$ cat config.mk
export PLATFORM = sky130hd
export DESIGN_NAME = rom_port_sequencer
export DESIGN_NICKNAME = d
export VERILOG_FILES = /design/src/rtl/rom_port_sequencer.sv
export SDC_FILE = /design/constraint.sdc
export NUM_CORES = 1
export LEC_CHECK = 0
export ABC_AREA = 1
export ABC_CLOCK_PERIOD_IN_PS = 4650
export CORE_MARGIN = 2
export CORE_UTILIZATION = 47
export DETAILED_ROUTE_END_ITERATION = 8
export PLACE_DENSITY = 0.84
export SYNTH_ARGS = -nofsm -noshare
export SYNTH_HDL_FRONTEND = slang
export SYNTH_SLANG_ARGS = --single-unit
$ cat constraint.sdc
create_clock -name clk -period 4.65 [get_ports clk]
set_clock_uncertainty 0.2 [all_clocks]
set_input_delay 1.1625 -clock clk [delete_from_list [all_inputs] [get_ports clk]]
set_output_delay 1.1625 -clock clk [all_outputs]
set_load 0.005 [all_outputs]
$ cat src/rtl/rom_port_sequencer.sv
// ---------------------------------------------------------------------------
// rom_port_sequencer
// Sequences a dual-port instruction ROM whose ports each have a 1-cycle
// synchronous read.
//   Port A : instruction fetch. The fetch address is held across stalls so
//            the ROM keeps returning the same word while the pipeline waits.
//   Port B : shared by the load unit (LSU), the debug reader (DBG) and a
//            background checksum engine (CHK). LSU and DBG use round-robin
//            arbitration. CHK only issues when neither of them requests.
// Ports
//   clk, reset                 clock and asynchronous active-high reset
//   if_req/if_addr/if_stall    fetch request, address and pipeline stall
//   if_valid/if_data           fetch result (if_data = rom_douta)
//   lsu_req/lsu_addr           LSU read request
//   lsu_gnt/lsu_rvalid/lsu_rdata  LSU grant, return valid and data
//   dbg_req/dbg_addr           debug read request
//   dbg_gnt/dbg_rvalid/dbg_rdata  debug grant, return valid and data
//   chk_start                  start a checksum scan
//   chk_busy/chk_done/chk_sum  scan status and result
//   rom_addra/rom_douta        ROM port A
//   rom_addrb/rom_doutb        ROM port B
// ---------------------------------------------------------------------------
module rom_port_sequencer #(
   parameter int DEPTH     = 3072,
   parameter int DEPTH_LOG = 12,
   parameter int WIDTH     = 32
) (
   input  logic                 clk,
   input  logic                 reset,
   input  logic                 if_req,
   input  logic [DEPTH_LOG-1:0] if_addr,
   input  logic                 if_stall,
   output logic                 if_valid,
   output logic [WIDTH-1:0]     if_data,
   input  logic                 lsu_req,
   input  logic [DEPTH_LOG-1:0] lsu_addr,
   output logic                 lsu_gnt,
   output logic                 lsu_rvalid,
   output logic [WIDTH-1:0]     lsu_rdata,
   input  logic                 dbg_req,
   input  logic [DEPTH_LOG-1:0] dbg_addr,
   output logic                 dbg_gnt,
   output logic                 dbg_rvalid,
   output logic [WIDTH-1:0]     dbg_rdata,
   input  logic                 chk_start,
   output logic                 chk_busy,
   output logic                 chk_done,
   output logic [WIDTH-1:0]     chk_sum,
   output logic [DEPTH_LOG-1:0] rom_addra,
   input  logic [WIDTH-1:0]     rom_douta,
   output logic [DEPTH_LOG-1:0] rom_addrb,
   input  logic [WIDTH-1:0]     rom_doutb
);

   localparam logic [1:0] ST_IDLE = 2'd0;
   localparam logic [1:0] ST_SCAN = 2'd1;
   localparam logic [1:0] ST_DONE = 2'd2;

   localparam logic GNT_LSU = 1'b0;
   localparam logic GNT_DBG = 1'b1;

   localparam logic [DEPTH_LOG-1:0] LAST_ADDR = DEPTH_LOG'(DEPTH - 1);

   // ---- state ----
   logic [DEPTH_LOG-1:0] held_a_q,     held_a_d;
   logic                 if_valid_q,   if_valid_d;
   logic                 last_gnt_q,   last_gnt_d;
   logic [DEPTH_LOG-1:0] addrb_q;
   logic                 lsu_rvalid_q, dbg_rvalid_q;
   logic                 chk_rvalid_q, chk_last_q;
   logic [1:0]           state_q,      state_d;
   logic [DEPTH_LOG-1:0] scan_addr_q,  scan_addr_d;
   logic                 issued_all_q, issued_all_d;
   logic [WIDTH-1:0]     chk_sum_q,    chk_sum_d;

   logic chk_issue;

   // ---- port A: stall replays the held address so the ROM repeats its word ----
   assign rom_addra = if_stall ? held_a_q : if_addr;
   assign if_valid  = if_valid_q;
   assign if_data   = rom_douta;

   // ---- port B arbitration ----
   // On contention the grant goes to whichever requester was not served last.
   assign lsu_gnt   = lsu_req && (!dbg_req || (last_gnt_q == GNT_DBG));
   assign dbg_gnt   = dbg_req && (!lsu_req || (last_gnt_q == GNT_LSU));
   // The scan only uses port B cycles that LSU and DBG leave completely idle.
   assign chk_issue = (state_q == ST_SCAN) && !issued_all_q && !lsu_req && !dbg_req;

   always_comb begin
      rom_addrb = addrb_q;
      if (lsu_gnt)        rom_addrb = lsu_addr;
      else if (dbg_gnt)   rom_addrb = dbg_addr;
      else if (chk_issue) rom_addrb = scan_addr_q;
   end

   assign lsu_rvalid = lsu_rvalid_q;
   assign dbg_rvalid = dbg_rvalid_q;
   assign lsu_rdata  = rom_doutb;
   assign dbg_rdata  = rom_doutb;

   assign chk_busy = (state_q == ST_SCAN);
   assign chk_done = (state_q == ST_DONE);
   assign chk_sum  = chk_sum_q;

   // ---- next state ----
   always_comb begin
      held_a_d   = held_a_q;
      if_valid_d = if_valid_q;
      if (!if_stall) begin
         held_a_d   = if_addr;
         if_valid_d = if_req;
      end

      last_gnt_d = last_gnt_q;
      if (lsu_gnt)      last_gnt_d = GNT_LSU;
      else if (dbg_gnt) last_gnt_d = GNT_DBG;

      state_d      = state_q;
      scan_addr_d  = scan_addr_q;
      issued_all_d = issued_all_q;
      chk_sum_d    = chk_sum_q;
      case (state_q)
         ST_IDLE, ST_DONE: begin
            if (chk_start) begin
               state_d      = ST_SCAN;
               scan_addr_d  = '0;
               issued_all_d = 1'b0;
               chk_sum_d    = '0;
            end
         end
         ST_SCAN: begin
            // chk_start is deliberately ignored while scanning
            if (chk_issue) begin
               scan_addr_d = scan_addr_q + 1'b1;
               if (scan_addr_q == LAST_ADDR) issued_all_d = 1'b1;
            end
            // returns arrive in issue order, so the last-address flag
            // identifies the final word of the scan
            if (chk_rvalid_q) begin
               chk_sum_d = chk_sum_q + rom_doutb;
               if (chk_last_q) state_d = ST_DONE;
            end
         end
         default: state_d = ST_IDLE;
      endcase
   end

   // ---- registers; reset also kills any in-flight return ----
   always_ff @(posedge clk or posedge reset) begin
      if (reset) begin
         held_a_q     <= '0;
         if_valid_q   <= 1'b0;
         last_gnt_q   <= GNT_DBG;
         addrb_q      <= '0;
         lsu_rvalid_q <= 1'b0;
         dbg_rvalid_q <= 1'b0;
         chk_rvalid_q <= 1'b0;
         chk_last_q   <= 1'b0;
         state_q      <= ST_IDLE;
         scan_addr_q  <= '0;
         issued_all_q <= 1'b0;
         chk_sum_q    <= '0;
      end else begin
         held_a_q     <= held_a_d;
         if_valid_q   <= if_valid_d;
         last_gnt_q   <= last_gnt_d;
         addrb_q      <= rom_addrb;
         lsu_rvalid_q <= lsu_gnt;
         dbg_rvalid_q <= dbg_gnt;
         chk_rvalid_q <= chk_issue;
         chk_last_q   <= chk_issue && (scan_addr_q == LAST_ADDR);
         state_q      <= state_d;
         scan_addr_q  <= scan_addr_d;
         issued_all_q <= issued_all_d;
         chk_sum_q    <= chk_sum_d;
      end
   end

endmodule

### Yosys cells after proc, flatten, opt, wreduce, memory -nomap -nowiden

Cells that the tools add are included.

* bits in latches: 0
* memory bits (writable): 0
* output and inout port bits: 159
* bits in read-only memories: 0
* memories: 0
* flip-flop bits (word level): 77

* divide/modulo/power cells: 0
* magnitude comparators: 0
* equality and inequality tests: 8
* multiplexer cells: 20
* shift-type cells: 0
* reductions and logical operators: 19
* bitwise logic cells: 1
* $add $sub $neg: 2
* $mul: 0

Operators by type and width (count)
* 2-to-1 mux 12 bit: 6
* 2-to-1 mux 32 bit: 2
* one-hot mux 32 bit (2 select lines): 1
* adder 32 bit: 1
* one-hot mux 12 bit (2 select lines): 1
* adder 12 x 1 -> 12 bit, second input constant: 1
* equality test 12 bit, second input constant: 1
* AND reduction 3 bit: 3
* != test 2 x 1 -> 1 bit, second input constant: 4
* logical AND 1 bit: 6
* 2-to-1 mux 2 bit: 3
* 2-to-1 mux 1 bit: 5
* one-hot mux 2 bit (2 select lines): 1
* AND reduction 4 bit: 1
* nonzero test 2 bit: 2
* zero test 1 bit: 3
* equality test 2 x 1 -> 1 bit, second input constant: 1
* equality test 2 bit, second input constant: 1
* zero test 2 bit: 1
* logical OR 1 bit: 2
* != test 2 bit, second input constant: 1
* one-hot mux 1 bit (2 select lines): 1
* OR reduction 2 bit: 1
* inverter 1 bit: 1

### Depth between registers and ports, before layout

Gate-level depths: netlist (run 1).

* word-level depth: 7
* gate-level depth with buffers: 14

### Worst setup path after synthesis (run 1)

Ideal clock, no wire load.

* path kind: input -> output
* from: input lsu_req
* to: output rom_addrb[10]
* cell stages on the path: 5
* buffers on the path: 1
* setup slack: 1250 ps
* arrival: 2038 ps
* data required time: 3288 ps
* path through: inv_1 a21oi_1 buf_2 a21oi_1 a22oi_1

* cells in the longest elaborated chain, start to end: 6
* elaborated cells between the ends (all ways): 9
* those cells by class: mux (3); reduce/logical (6)

Ends and longest elaborated chain
* start, declared: RTL line 35 `input logic lsu_req,`
* zero test 1 bit: RTL line 86, 88
* logical AND 1 bit (2 in series): RTL line 88 `assign chk_issue = (state_q == ST_SCAN) && !issued_all_q && !lsu_req && !dbg_req;`
* 2-to-1 mux 12 bit: RTL line 94 `else if (chk_issue) rom_addrb = scan_addr_q;`
* 2-to-1 mux 12 bit: RTL line 93 `else if (dbg_gnt) rom_addrb = dbg_addr;`
* 2-to-1 mux 12 bit *: RTL line 92 `if (lsu_gnt) rom_addrb = lsu_addr;`
* end, declared: RTL line 51 `output logic [DEPTH_LOG-1:0] rom_addrb,`

Mark *: on every way between the ends. The rest lies on a longest branch, timed or not.

### Final worst setup path (run 1)

* from: input dbg_req
* to: output rom_addrb[2]

* cells in the longest elaborated chain, start to end: 5
* elaborated cells between the ends (all ways): 8
* those cells by class: mux (3); reduce/logical (5)

Ends and longest elaborated chain
* start, declared: RTL line 40 `input logic dbg_req,`
* zero test 1 bit: RTL line 85, 88
* logical AND 1 bit: RTL line 88
* 2-to-1 mux 12 bit: RTL line 94
* 2-to-1 mux 12 bit: RTL line 93
* 2-to-1 mux 12 bit *: RTL line 92

Marked as above.

==> results of run 1 <==
final timing paths:
| check | from | end | cells after the start |
|---|---|---|---|
| worst max-delay path | dbg_req | rom_addrb[2] | 8 |
| worst min-delay path | held_a_q[10]$_DFF_PP0_ | held_a_q[10]$_DFF_PP0_ | 1 |
| worst max register to register | chk_sum[0]$_DFFE_PP0P_ | chk_sum[28]$_DFFE_PP0P_ | 13 |
| worst min register to register | held_a_q[10]$_DFF_PP0_ | held_a_q[10]$_DFF_PP0_ | 1 |
| max in group asynchronous | reset | held_a_q[2]$_DFF_PP0_ | 3 |
| min in group asynchronous | reset | dbg_rvalid$_DFF_PP0_ | 2 |
layout make-up:
class,count,share of cell area [%]
multi-input cells,599,37.5
repair buffers,207,25.7
flip-flops and latches,77,23.6
inverters,151,6.94
clock buffers,9,2.76
well taps,176,2.70
clock inverters,7,0.782
per-stage QoR:
step	utilization, %	hold WS [ns]	total power, W	area, um^2
after floorplan	-	0.250	0.00238	6360
after global placement	59.5	0.277	0.00310	7880
after detailed placement	59.5	0.284	0.00315	7880
after CTS	61.6	0.301	0.00386	8160
after global routing	61.6	0.316	0.00420	8160
final	61.6	0.298	0.00387	8160
power by group through the flow:
stage / clock [W] / sequential, W / combinational (W)
detailed placement: 0 / 0.00102 / 0.00213
global placement: 0 / 0.00101 / 0.00209
floorplan: 0 / 0.00100 / 0.00137
global route: 0.000742 / 0.00103 / 0.00243
CTS: 0.000712 / 0.00101 / 0.00214
finish: 0.000708 / 0.00101 / 0.00215
flip-flops by register name (all words and copies together), names as in the netlist:
name	count
chk_rvalid_q	1
chk_sum	32
lsu_rvalid	1
if_valid	1
addrb_q	12
state_q	2
chk_last_q	1
held_a_q	12
scan_addr_q	12
dbg_rvalid	1
issued_all_q	1
last_gnt_q	1
kinds of logic after synthesis:
logic type	after synthesis	share of synthesized area [%]
muxes	13	2.30
adders and majority gates	33	6.61
and+or+nand+nor	442	29.0
xor gates and xnor gates	1	0.138
DFF	77	30.3
buffers and inverters	262	21.5
AOI/OAI and AO/OA	110	10.2
cells in the mapped netlist, drive strengths merged (2+ instances only):
library cell and number:
a21o 2, a21oi 49, a22oi 12, a32o 3
buf 108, clkbuf 3, dfrtp 76, ha 32
inv 151, mux2 13, nand2 318, nand3 47
nand3b 3, nand4 9, nor2 53, nor3 6
o211ai 10, o21ai 26, o21bai 3, or2 3
routing by layer:
metal  vias up  part of all wire [%]  GRT usage (%)  wire [um]
li1       3088                     -              -          -
met1      2760                    42           28.0       6890
met2       258                    48           39.1       7940
met3        29                   8.0           5.61       1320
met4         0                   2.3           9.23        372
met5         -                     0              0          0
worst reg2reg max path, delay by kind of cell (launching register included):
kind	cells	cell delay [ns]
simple gates	9	0.92
flops	1	0.37
fa+ha+maj	2	0.63
buf+inv	2	0.23
==> flow_summary.yaml, run 1 <==
run_status:
  outcome: "finished clean"
clocking:
  cts_tree: "done"
  h-tree-depth: 3
  cts_root_buffer: "clkbuf_16"
  holdBufCountCts: 0
  post_cts_buffers: 0
  clock_latency_ns: 0.35
  clock-sinks: 77
  numCtsBuffers: 9
  cts_resized: 0
  max-clock-path-buffers: 2
  cts.clk_slew.worst_paths_ns: 0.07
global_routing:
  grt_usage_pct: 23.0
  antenna_found_initial: 0
  grt_pass1_wl_mm: 26.7
  grt_start_max_net_pins: 42
  grt_pass1_vias: 5733
  grt_overflow: 0
routing:
  avgRoutedWirePerCell_um: 13.5
  wl_mm: 16.5
  dr.pass1.iters: 5
  drt_iter0_drc: 381
  vias: 6135
  remaining_drc_errors: 0
  ant_nets: 0
  via_per_inst: 5.00
place:
  pre_cts_slack_ns: 0.164
  io_buffer_count: 201
  gp_congestion: 0.946
  hpwl_mm: 13.1
  dp.cells: 1210
setup_path:
  worstPathArrival_ns: 3.15
  critPathMaxFanout: 14
  worstSetupStartpointType: "input pin"
  path_class: "in -> out"
  cp.required_ns: 3.29
  crit_path_frequent_cell: "clkdlybuf4s50_1"
  worstSetupEndpointType: "output port"
  r2r_setup_slack_ns: 2.20
  critical_path.cell_chain: "clkdlybuf4s50_1 > nor2_1 > nand3_4 > inv_2 > buf_12 > o211ai_1 > a22oi_1 > clkdlybuf4s50_1"
  crit_slowest_cell: "clkdlybuf4s50_1"
  path_buf_inv: 4
  cp_top_family: "buffers and inverters"
  cp_slowest_stage_delay_ns: 0.56
floorplan:
  dieArea_um2: 14500
  ios: 266
  rows: 42
  core_um2: 13200
  start_util_pct: 48.0
  die_w_um: 120
  dieHeight_um: 120
synth:
  ys_ff_latch: 77
  yosys-top-cells-area: "dfrtp_1, nand2_1, buf_4"
  yosys.area.top_type_share_pct: 29.9
  netlist_instances: 938
  ys_types: 38
  yosys_most_used_dff: "dfrtp_1"
  syn_avg_cell_area_um2: 6.78
  synthesis.nets: 1078
  async_flop_share_pct: 100
  post-synth-top-area-cell: "dfrtp_1"
  syn-cell-area_um2: 6360
  seq_area_frac_synth_pct: 30.3
  synth_edf_count: 0
  yosys_warnings: 0
finish:
  drive_gt1_share_pct: 4.86
  final_cell_count_no_fill: 1226
  final_common_cell: "nand2_1"
  area_growth_pct: 28.4
  multi_input_area_um2: 3070
  regArea_um2: 1930
  diodes: 0
  final_cell_mix: "nand2_1, clkdlybuf4s50_1, inv_1"
  fillers: 1193
  nNetsFinal: 1185
timing:
  slew_headroom_pct: 44.5
  setup_viol: 0
  timing.final.crit_share_pct: 97.0
  max_slew.worst_pin.slew_ns: 0.831
  rsz0062_at_grt: "false"
  final_hold_viol_count: 0
  finalCriticalPeriod_ns: 4.51
  drv_slew: 0
  fin_ws_ns: 0.142
  tns_ns: 0
  max_freq_ghz: 0.222
pwr:
  p_switching_w: 0.00170
  power_frac_seq_pct: 26.0
  power_switching_share_pct: 43.9
  leakage_nw: 4.24
  combPwrFrac_pct: 55.6
  power.density_nw_per_um2: 473
  power.internal_w: 0.00217
  peakVddDrop_uv: 236
  power_frac_clock_pct: 18.3
job:
  drv_cap: 0
worst_hold_path:
  min-delay-path-class: "reg -> reg"
(Power assumes the default switching activity.)
==> run 2: changes to the inputs <==
--- a/config.mk
+++ b/config.mk
@@ -11,6 +11,7 @@
 export CORE_UTILIZATION = 47
 export DETAILED_ROUTE_END_ITERATION = 8
 export PLACE_DENSITY = 0.84
+export SLEW_MARGIN = 20
 export SYNTH_ARGS = -nofsm -noshare
 export SYNTH_HDL_FRONTEND = slang
 export SYNTH_SLANG_ARGS = --single-unit
==> results of run 2 <==
Same layout as run 1: the final DEF is identical, and so are final timing and power.
==> run 3: changes to the inputs <==
--- a/config.mk
+++ b/config.mk
@@ -11,6 +11,8 @@
 export CORE_UTILIZATION = 47
 export DETAILED_ROUTE_END_ITERATION = 8
 export PLACE_DENSITY = 0.84
+export RECOVER_POWER = 25
+export SKIP_CTS_REPAIR_TIMING = 1
 export SLEW_MARGIN = 20
 export SYNTH_ARGS = -nofsm -noshare
 export SYNTH_HDL_FRONTEND = slang
==> run 3 against run 2 <==
Total power fell by 0.19%. Global-route usage unchanged. Largest power group unchanged. Non-clock buffer count stayed put. Fmax grew 0.10%. First-iteration DRC count decreased by 4.5%. Largest cell class unchanged. Sequential cell count did not move. Clock power shrank 0.6%. Critical path type unchanged. Final area decreased by 0.23%. Final cell count unchanged. Critical endpoint unchanged.
==> flow_summary.yaml, run 3 (same netlist as run 1, synthesis figures left out) <==
floorplan:
  core_um2: 13200
  die_w_um: 120
  dieHeight_um: 120
  rows: 42
  dieArea_um2: 14500
  start_util_pct: 48.0
  ios: 266
run_status:
  outcome: "finished clean"
clocking:
  numCtsBuffers: 9
  cts_tree: "done"
  clock_latency_ns: 0.35
  cts_root_buffer: "clkbuf_16"
  cts.clk_slew.worst_paths_ns: 0.07
  h-tree-depth: 3
  max-clock-path-buffers: 2
  clock-sinks: 77
finish:
  nNetsFinal: 1185
  final_cell_mix: "nand2_1, clkdlybuf4s50_1, inv_1"
  diodes: 0
  area_growth_pct: 28.1
  drive_gt1_share_pct: 4.00
  largest_reg_flops: 32
  final_common_cell: "nand2_1"
setup_path:
  critPathMaxFanout: 14
  cp.required_ns: 3.29
  worstSetupEndpointType: "output port"
  worstPathArrival_ns: 3.14
  path_class: "in -> out"
  r2r_setup_slack_ns: 2.21
  worstSetupStartpointType: "input pin"
routing:
  remaining_drc_errors: 0
  avgRoutedWirePerCell_um: 13.5
  via_per_inst: 5.01
  drt_iter0_drc: 364
  dr.pass1.iters: 5
  wl_mm: 16.5
  ant_nets: 0
  vias: 6144
timing:
  finalCriticalPeriod_ns: 4.50
  max_freq_ghz: 0.222
  max_slew.worst_pin.slew_ns: 1.44
  rsz0062_at_grt: "false"
  fin_ws_ns: 0.146
  setup_viol: 0
  final_hold_viol_count: 0
  tns_ns: 0
  drv_slew: 0
  slew_headroom_pct: 3.58
  timing.final.crit_share_pct: 96.9
place:
  gp_congestion: 0.946
  io_buffer_count: 201
  pre_cts_slack_ns: 0.164
  hpwl_mm: 13.1
global_routing:
  grt_pass1_vias: 5733
  grt_usage_pct: 23.0
  grt_overflow: 0
  antenna_found_initial: 0
  grt_start_max_net_pins: 42
  grt_pass1_wl_mm: 26.7
pwr:
  power.density_nw_per_um2: 474
  leakage_nw: 4.24
  peakVddDrop_uv: 235
job:
  drv_cap: 0
worst_hold_path:
  min-delay-path-class: "reg -> reg"
[run 3: cell types whose count changed in the layout (fill, tap and decap cells not counted), moves of 3 or more]
cell | before | now
mux2_1 | 0 | 7
clkdlybuf4s50_1 | 201 | 198
dlygate4sd3_1 | 0 | 3
mux2_2 | 13 | 6
[run 3: layout make-up]
type                       instances  area, um^2
clock buffer                       9         225
clock inverter                     7        63.8
fill                            1195        5100
inverter                         151         567
multi-input combinational        599        3070
sequential                        77        1930
tap                              176         220
timing repair buffer             207        2080
[run 3: worst max-delay path: stages]
cell	delay, ns
clkdlybuf4s50_1	0.44
nor2_1	0.19
nand3_4	0.12
inv_2	0.19
buf_12	0.16
o211ai_1	0.11
a22oi_1	0.22
clkdlybuf4s50_1	0.56
[run 3: report_power, final]
group          switching (W)  total, W  internal, W
sequential          0.000150   0.00101     0.000857
combinational        0.00121   0.00215     0.000933
clock               0.000330  0.000704     0.000374
total                0.00169   0.00386      0.00216
[run 3: final timing paths]
| path | start | to | depth (start not counted) |
|---|---|---|---|
| max | dbg_req | rom_addrb[2] | 8 |
| min | held_a_q[5]$_DFF_PP0_ | held_a_q[5]$_DFF_PP0_ | 1 |
| max reg2reg | chk_sum[0]$_DFFE_PP0P_ | chk_sum[28]$_DFFE_PP0P_ | 13 |
| min reg2reg | held_a_q[5]$_DFF_PP0_ | held_a_q[5]$_DFF_PP0_ | 1 |
| max in group asynchronous | reset | held_a_q[2]$_DFF_PP0_ | 3 |
| min in group asynchronous | reset | state_q[0]$_DFFE_PP0P_ | 2 |
[run 3: through the flow]
stage	power, W	cell area, um^2	std cells	hold WS, ns	util (%)
floorplan	0.00238	6360	938	0.250	-
global placement	0.00310	7880	1210	0.277	59.5
detailed placement	0.00315	7880	1210	0.284	59.5
CTS	0.00386	8160	1226	0.301	61.6
global route	0.00420	8150	1226	0.316	61.5
finish	0.00386	8150	1226	0.294	61.5
[run 3: metal layers]
layer | part of all wire [%] | vias up | GRT usage [%] | routed length, um
li1 | - | 3093 | - | -
met2 | 48 | 269 | 39.1 | 7860
met4 | 2.4 | 0 | 9.23 | 391
met5 | 0 | - | 0 | 0
met3 | 8.6 | 31 | 5.61 | 1410
met1 | 41 | 2751 | 28.0 | 6830
